`src/rtl/sram_resp_timer.sv`:
```
// Multi-channel fixed-latency SRAM response timer.
// Every channel tracks up to DEPTH outstanding requests. It answers each accepted request with a
// one-cycle resp pulse exactly L cycles after acceptance. Only one latency may be in flight per
// channel at a time, so responses stay in order and at most one completes per cycle.
module sram_resp_timer #(
    parameter int unsigned NUM_CH  = 2,
    parameter int unsigned MAX_LAT = 4,
    parameter int unsigned DEPTH   = 2,
    parameter int unsigned LAT_W   = $clog2(MAX_LAT + 1),
    parameter int unsigned PEND_W  = $clog2(DEPTH + 1)
) (
    input  logic                       clk_i,
    input  logic                       rst_ni,
    input  logic [NUM_CH-1:0]          req_i,
    input  logic [NUM_CH*LAT_W-1:0]    lat_cfg_i,
    input  logic [NUM_CH-1:0]          flush_i,
    input  logic [NUM_CH-1:0]          err_clr_i,
    output logic [NUM_CH-1:0]          req_rdy_o,
    output logic [NUM_CH-1:0]          resp_o,
    output logic [NUM_CH-1:0]          busy_o,
    output logic [NUM_CH*PEND_W-1:0]   pending_o,
    output logic [NUM_CH-1:0]          drop_err_o
);

    for (genvar c = 0; c < NUM_CH; c++) begin : g_ch
        logic [DEPTH-1:0]            valid_q, valid_d;
        logic [DEPTH-1:0][LAT_W-1:0] cnt_q, cnt_d;
        logic [LAT_W-1:0]            lat_q, lat_d, lat_eff;
        logic [PEND_W-1:0]           pend_q, pend_d;
        logic                        resp_q, resp_d;
        logic                        busy_q, busy_d;
        logic                        err_q, err_d;
        logic                        rdy, accept, refuse, done, loaded;

        // Clamp the requested latency into 1..MAX_LAT.
        always_comb begin
            lat_eff = lat_cfg_i[c*LAT_W +: LAT_W];
            if (lat_eff == '0) begin
                lat_eff = LAT_W'(1);
            end else if (lat_eff > LAT_W'(MAX_LAT)) begin
                lat_eff = LAT_W'(MAX_LAT);
            end
        end

        // A slot whose counter is at 1 still counts as occupied this cycle (no bypass).
        assign rdy    = (pend_q < PEND_W'(DEPTH)) && ((pend_q == '0) || (lat_eff == lat_q))
                        && !flush_i[c];
        assign accept = req_i[c] && rdy;
        assign refuse = req_i[c] && !rdy && !flush_i[c];

        // Slot countdown, allocation and registered response generation.
        always_comb begin
            valid_d = valid_q;
            cnt_d   = cnt_q;
            lat_d   = lat_q;
            done    = 1'b0;
            resp_d  = 1'b0;
            loaded  = 1'b0;
            for (int s = 0; s < DEPTH; s++) begin
                if (valid_q[s]) begin
                    if (cnt_q[s] == LAT_W'(1)) begin
                        valid_d[s] = 1'b0;
                        done       = 1'b1;
                    end else begin
                        cnt_d[s] = cnt_q[s] - LAT_W'(1);
                        // Counter reaches 1 next cycle: that is the cycle resp must be high.
                        if ({1'b0, cnt_q[s]} == (LAT_W + 1)'(2)) begin
                            resp_d = 1'b1;
                        end
                    end
                end
            end
            if (accept) begin
                for (int s = 0; s < DEPTH; s++) begin
                    if (!loaded && !valid_q[s]) begin
                        valid_d[s] = 1'b1;
                        cnt_d[s]   = lat_eff;
                        loaded     = 1'b1;
                    end
                end
                lat_d = lat_eff;
                if (lat_eff == LAT_W'(1)) begin
                    resp_d = 1'b1;
                end
            end
            // Flush discards everything, including a pulse that would appear next cycle.
            if (flush_i[c]) begin
                valid_d = '0;
                resp_d  = 1'b0;
            end
        end

        // Outstanding count, busy and sticky drop error.
        always_comb begin
            pend_d = pend_q;
            unique case ({accept, done})
                2'b10:   pend_d = pend_q + PEND_W'(1);
                2'b01:   pend_d = pend_q - PEND_W'(1);
                default: pend_d = pend_q;
            endcase
            if (flush_i[c]) begin
                pend_d = '0;
            end
            busy_d = (pend_d != '0);
            err_d  = err_q;
            if (err_clr_i[c]) begin
                err_d = 1'b0;
            end
            if (refuse) begin
                err_d = 1'b1;
            end
        end

        // State registers with asynchronous active-low reset.
        always_ff @(posedge clk_i or negedge rst_ni) begin
            if (!rst_ni) begin
                valid_q <= '0;
                cnt_q   <= '0;
                lat_q   <= LAT_W'(1);
                pend_q  <= '0;
                resp_q  <= 1'b0;
                busy_q  <= 1'b0;
                err_q   <= 1'b0;
            end else begin
                valid_q <= valid_d;
                cnt_q   <= cnt_d;
                lat_q   <= lat_d;
                pend_q  <= pend_d;
                resp_q  <= resp_d;
                busy_q  <= busy_d;
                err_q   <= err_d;
            end
        end

        assign req_rdy_o[c]                  = rdy;
        assign resp_o[c]                     = resp_q;
        assign busy_o[c]                     = busy_q;
        assign pending_o[c*PEND_W +: PEND_W] = pend_q;
        assign drop_err_o[c]                 = err_q;
    end

endmodule

```
`config.mk`:
```
export PLATFORM = sky130hd
export DESIGN_NAME = sram_resp_timer
export DESIGN_NICKNAME = d
export VERILOG_FILES = /design/src/rtl/sram_resp_timer.sv
export SDC_FILE = /design/constraint.sdc
export NUM_CORES = 1
export LEC_CHECK = 0
export ABC_AREA = 1
export BUFFER_PORTS_ARGS = -buffer_cell sky130_fd_sc_hd__buf_2
export CAP_MARGIN = 20
export CELL_PAD_IN_SITES_DETAIL_PLACEMENT = 1
export CELL_PAD_IN_SITES_GLOBAL_PLACEMENT = 1
export CORE_ASPECT_RATIO = 1.4
export CORE_MARGIN = 5
export CORE_UTILIZATION = 42
export CTS_CLUSTER_SIZE = 40
export DETAILED_ROUTE_END_ITERATION = 10
export GPL_TIMING_DRIVEN = 0
export PLACE_DENSITY_LB_ADDON = 0.05
export SYNTH_ARGS = -nofsm -noshare
export SYNTH_HDL_FRONTEND = slang
export SYNTH_SLANG_ARGS = --single-unit
export TNS_END_PERCENT = 100
```
`constraint.sdc`:
```
create_clock -name clk_i -period 2.65 [get_ports clk_i]
set_input_delay 0 -clock clk_i [delete_from_list [all_inputs] [get_ports clk_i]]
set_output_delay 0 -clock clk_i [all_outputs]
set_load 0.02 [all_outputs]
```
# After elaboration in Yosys (flattened, before gate mapping)
# Index checks and enable logic that the tools add are counted.
# word_totals
input_bits	14
word_cells	146
reg_bits	32
output_inout_bits	12
# op_classes
n_reduce_logical	30
n_mux	72
magnitude_cmp	4
eq_ne	16
add_sub_neg	8
# ops
op	n
$mux 3	16
$mux 1	46
$eq 3x1->1 const B	6
$eq 3x2->1 const B	4
$logic_and 1x1->1	12
$mux 2	6
$mux 6	2
$sub 3x1->3 const B	4
$logic_not 1->1	8
$pmux 2 s2	2
$reduce_bool 2->1	4
$eq 3x3->1	2
$gt 3x3->1 const B	2
$logic_not 3->1	2
$add 2x1->2 const B	2
$eq 2x1->1 const B	2
$eq 2x2->1 const B	2
$logic_not 2->1	2
$lt 2x2->1 const B	2
$sub 2x1->2 const B	2
$logic_or 1x1->1	2

# Logic depth before layout (Yosys ltp)
# depth
word_depth	14
ltp_mapped	18
mapped_depth_nobuf	17

# Worst setup path after synthesis
# Ideal clock, no wire load.
# synth_timing
path_kind	register to register
from	register g_ch[1].lat_q[0]
to	register g_ch[1].busy_q
setup_slack_ps	557
setup_time_ps	127
stages_incl_launch_ff	15
required_ps	2523
path_buffers	1
period_less_slack_ps	2093
arrival_ps	1965
path_cell_list	dfstp_2 -> nand3_1 -> nand2_1 -> nand2_1 -> nand2_4 -> nand3_4 -> buf_6 -> ha_1 -> inv_1 -> nand2_1 -> nor2_1 -> nand2_1 -> nand2_1 -> inv_1 -> or2_2
# synth_between
elab_chain_cells	9
word_cells_on_any_way	10
cone_classes	eq/ne: 3; mux: 2; reduce/logical: 5
# synth_lines
element	line_no	rtl
from (decl)	28	logic [LAT_W-1:0] lat_q, lat_d, lat_eff;
from (signal assigned)	127	lat_q <= lat_d;
$eq 3x3->1 *	46	assign rdy = (pend_q < PEND_W'(DEPTH)) && ((pend_q == '0) || (lat_eff == lat_q))
$logic_or 1x1->1 *	46	
$logic_and 1x1->1 *	46	
$logic_and 1x1->1 *	47	&& !flush_i[c];
$logic_and 1x1->1 *	48	assign accept = req_i[c] && rdy;
$eq 2x1->1 / $eq 2x2->1 (equally long branches)	96	unique case ({accept, done})
$pmux 2 s2 *	96	
$mux 2 *	101	if (flush_i[c]) begin
named net g_ch[1].pend_d[1]	29	logic [PEND_W-1:0] pend_q, pend_d;
$reduce_bool 2->1 *	104	busy_d = (pend_d != '0);
named net g_ch[1].busy_d	31	logic busy_q, busy_d;
to (signal assigned)	130	busy_q <= busy_d;
to (decl)	31	
# Mark *: on every way through the listed nets, which the timed path passes. The rest lies on a longest branch.
# A chain may end at the register's enable or synchronous reset.

# Final worst setup path
# layout_timing
from	input port lat_cfg_i[5]
to	register g_ch[1].busy_q
# layout_between
elab_chain_cells	12
word_cells_on_any_way	14
cone_classes	order compare: 1; eq/ne: 3; mux: 4; reduce/logical: 6
# layout_lines
element	line_no	rtl
from (decl)	15	input logic [NUM_CH*LAT_W-1:0] lat_cfg_i,
$gt 3x3->1	40	end else if (lat_eff > LAT_W'(MAX_LAT)) begin
$mux 3	40	
$mux 3 *	38	if (lat_eff == '0) begin
$eq 3x3->1 *	46	
$logic_or 1x1->1 *	46	
$logic_and 1x1->1 *	46	
$logic_and 1x1->1 *	47	
$logic_and 1x1->1 *	48	
$eq 2x1->1 / $eq 2x2->1 (equally long branches)	96	
$pmux 2 s2 *	96	
$mux 2 *	101	
named net g_ch[1].pend_d[1]	29	
$reduce_bool 2->1 *	104	
named net g_ch[1].busy_d	31	
# Marks and branches as above.

==> summary.txt <==
Outcome
  – Run status: finished clean

Worst setup path
  – CP Capture Type: flop
  – Kind of critical path: input pin to flop
  – Worst EP required: 2.82 ns
  – Max Fanout on Critical Path: 10
  – Reg2Reg Depth: 14
  – Worst Setup SP: lat_cfg_i[5]
  – Arr. time, crit path: 2.57 ns
  – Worst setup SP type: input pin
  – Worst reg2reg startpoint: g_ch[1].lat_q[0]

Finish
  – Number of fillers in the final layout: 640
  – Most common cell after layout, fill and taps aside: nand2_1
  – Final net count: 350
  – ANT cells: 0
  – Layout Cells excl Fill: 387
  – Post-route cell area: 2470 um2
  – Layout cell share with drive strength beyond 1: 19.5%
  – Layout overhead on the synthesized area: 17.2%
  – Most frequent cells in the layout: nand2_1, inv_1, dfrtp_1

Global route
  – GRT Total Usage: 17.1%
  – First-pass GRT wire length: 9100 um
  – Number of global-route vias before repair: 2016
  – Largest net degree at the start of global routing: 33
  – Initial antenna violation count: 0
  – Overflow after GRT: 0

Pwr
  – Leak: 0.00134 uW
  – Peak supply drop: 0.324 mV
  – Power Dens Cells: 786 nW/um2
  – Pwr Total: 1940 uW

STA
  – Setup tns final: 0 ns
  – Slew @ Worst Pin: 0.762 ns
  – Final hold vios: 0
  – Final period util: 90.5%
  – Hold_ws: 0.0158 ns
  – Slew headroom: 49.2%
  – Final setup violation count: 0
  – Fin crit period: 2.40 ns
  – RSZ-0062 raised after global routing: false
  – Layout Skew: 0.00211 ns
  – Maximum clock frequency: 417 MHz
  – Max Transition Viols Final: 0

Yosys
  – Gate Count Post-Synth: 284
  – Synthesis-stage register bit count: 32
  – Sequential element share of the synthesized area: 38.0%
  – Net Count, Synth: 312
  – Synthesized cell area: 2110 um2
  – Cell variety after synth: 28
  – Yosys warns: 0
  – Avg Synthesized Cell Area: 7.44 um2

Detailed routing
  – Router iterations before antenna repair: 4
  – WL final: 5070 um
  – DRT iter0 DRCs: 40
  – Antenna viol nets, final: 0
  – Avg WL per Cell: 13.1 um
  – Residual DRC count: 0
  – Post-DR vias/cell: 4.87
  – Routed vias: 1883

Placed design
  – Final GP Congestion: 0.808
  – Dpl hpwl: 3860 um
  – Placed inst area: 2320 um2
  – Buffers on Ports: 25
  – Inst Count DP: 373

Die
  – Die width: 69.9 um
  – Die height: 93.9 um
  – Row count: 30
  – Area of the core: 4880 um2
  – Initial Util: 43.3%
  – I/O pin cnt: 26
  – Die area: 6570 um2

Clocking
  – H-Tree Depth: 2
  – CTS Buffer Depth: 2
  – CTS sink count: 32
  – Cts bufs inserted: 5
  – TritonCTS clock tree: done
  – CTS Root Cell: clkbuf_8
  – Post-CTS Setup Bufs: 0
  – CTS clk-pin slew, worst paths: 0.07 ns
  – Worst skew pair latency: 0.29 ns

Run
  – Max Cap Violations: 0

Worst hold path
  – Hold Startpoint: lat_cfg_i[4]
  – Min-Delay Path Class: input pin to flop
  – Hold path cells: 3
[what timing repair did]
action / CTS / global route
gates resized for setup: 0 / 2
endpoints found under the hold margin: 40 / 0
setup endpoints to repair: 0 / 1
hold buffers: 6 / 0
[cell families (layout without fill, tap and decap cells)]
family	count (synthesis)	after routing	share of synthesized area (%)
buf+inv	57	96	12.3
xor+xnor	6	6	2.49
simple gates	141	141	29.4
flops	32	32	38.0
compound gates	34	34	9.42
fa+ha+maj	14	14	8.29
[critical path, cell delays in order]
cell and delay, ns:
dlygate4sd3_1 0.54, buf_2 0.15, inv_2 0.11, nand2_2 0.09, nand2_1 0.07, nand2_1 0.06, nor2_2 0.09, nand2_2 0.08
nand2_4 0.09, nand3_4 0.11, buf_6 0.18, ha_1 0.29, inv_1 0.10, nand2_1 0.06, nor2_1 0.11, nand2_1 0.07
nand2_1 0.07, inv_1 0.05, or2_2 0.26
[cells in the mapped netlist]
library cell | instances | area share, %
nand2_1 | 78 | 14
inv_1 | 43 | 7.6
dfrtp_1 | 30 | 36
nor2_1 | 27 | 4.8
ha_1 | 14 | 8.3
nand3_1 | 13 | 3.1
nand4_1 | 13 | 3.9
a21oi_1 | 11 | 2.6
o21ai_0 | 11 | 2.6
buf_4 | 8 | 2.8
xor2_1 | 6 | 2.5
o21ai_2 | 4 | 1.7
o22ai_1 | 3 | 0.89
or2_2 | 3 | 0.89
buf_6 | 2 | 1.1
dfstp_2 | 2 | 2.5
inv_2 | 2 | 0.36
nand2_2 | 2 | 0.59
nor3b_1 | 2 | 0.71
o21ai_1 | 2 | 0.47
a21oi_2 | 1 | 0.41
a41oi_1 | 1 | 0.41
buf_2 | 1 | 0.24
clkbuf_1 | 1 | 0.18
nand2_4 | 1 | 0.53
nand3_4 | 1 | 0.83
nor2_2 | 1 | 0.30
o21a_1 | 1 | 0.36
[worst paths after layout]
| path | slack (ns) | end |
|---|---|---|
| max in group asynchronous | 1.84 | g_ch[1].busy_q |
| min | 0.02 | g_ch[1].lat_q[1] |
| max reg2reg | 0.37 | g_ch[1].busy_q |
| min in group asynchronous | 0.32 | g_ch[0].lat_q[2] |
| min reg2reg | 0.49 | g_ch[0].lat_q[0] |
| max | 0.25 | g_ch[1].busy_q |
[state kept, by name, summed over array words and instances (netlist names)]
name,flops
g_ch.busy_q,2
g_ch.cnt_q,12
g_ch.err_q,2
g_ch.lat_q,6
g_ch.pend_q,4
g_ch.resp_q,2
g_ch.valid_q,4
[per-layer routing]
metal	part of all wire, %	vias to the layer above	routed length [um]	global-route usage, %
met4	2.2	0	110	6.87
met3	2.2	10	112	2.78
met5	0	-	0	0
li1	-	963	-	-
met1	39	891	1970	17.4
met2	57	19	2870	33.9
[per-stage QoR]
stage / setup slack, ns / util [%]
floorplan: 0.557 / -
global placement: 0.367 / 47.5
detailed placement: 0.327 / 47.5
CTS: 0.184 / 50.6
global route: 0.0375 / 50.7
finish: 0.253 / 50.7
[power breakdown]
group / switching (uW) / internal [uW]
Combinational: 499 / 320
Sequential: 97.3 / 632
Clock: 189 / 207
Total: 785 / 1160
[area by class of cell]
class | instances | area [um2] | area share, %
clock inverters | 2 | 10.0 | 0.404
plain buffers | 12 | 91.3 | 3.69
well taps | 64 | 80.1 | 3.24
flip-flops and latches | 32 | 803 | 32.5
multi-input cells | 195 | 1050 | 42.6
inverters | 45 | 169 | 6.83
clock buffers | 6 | 82.6 | 3.34
repair buffers | 31 | 185 | 7.48
Note: power is estimated with default switching activity, not from simulation.
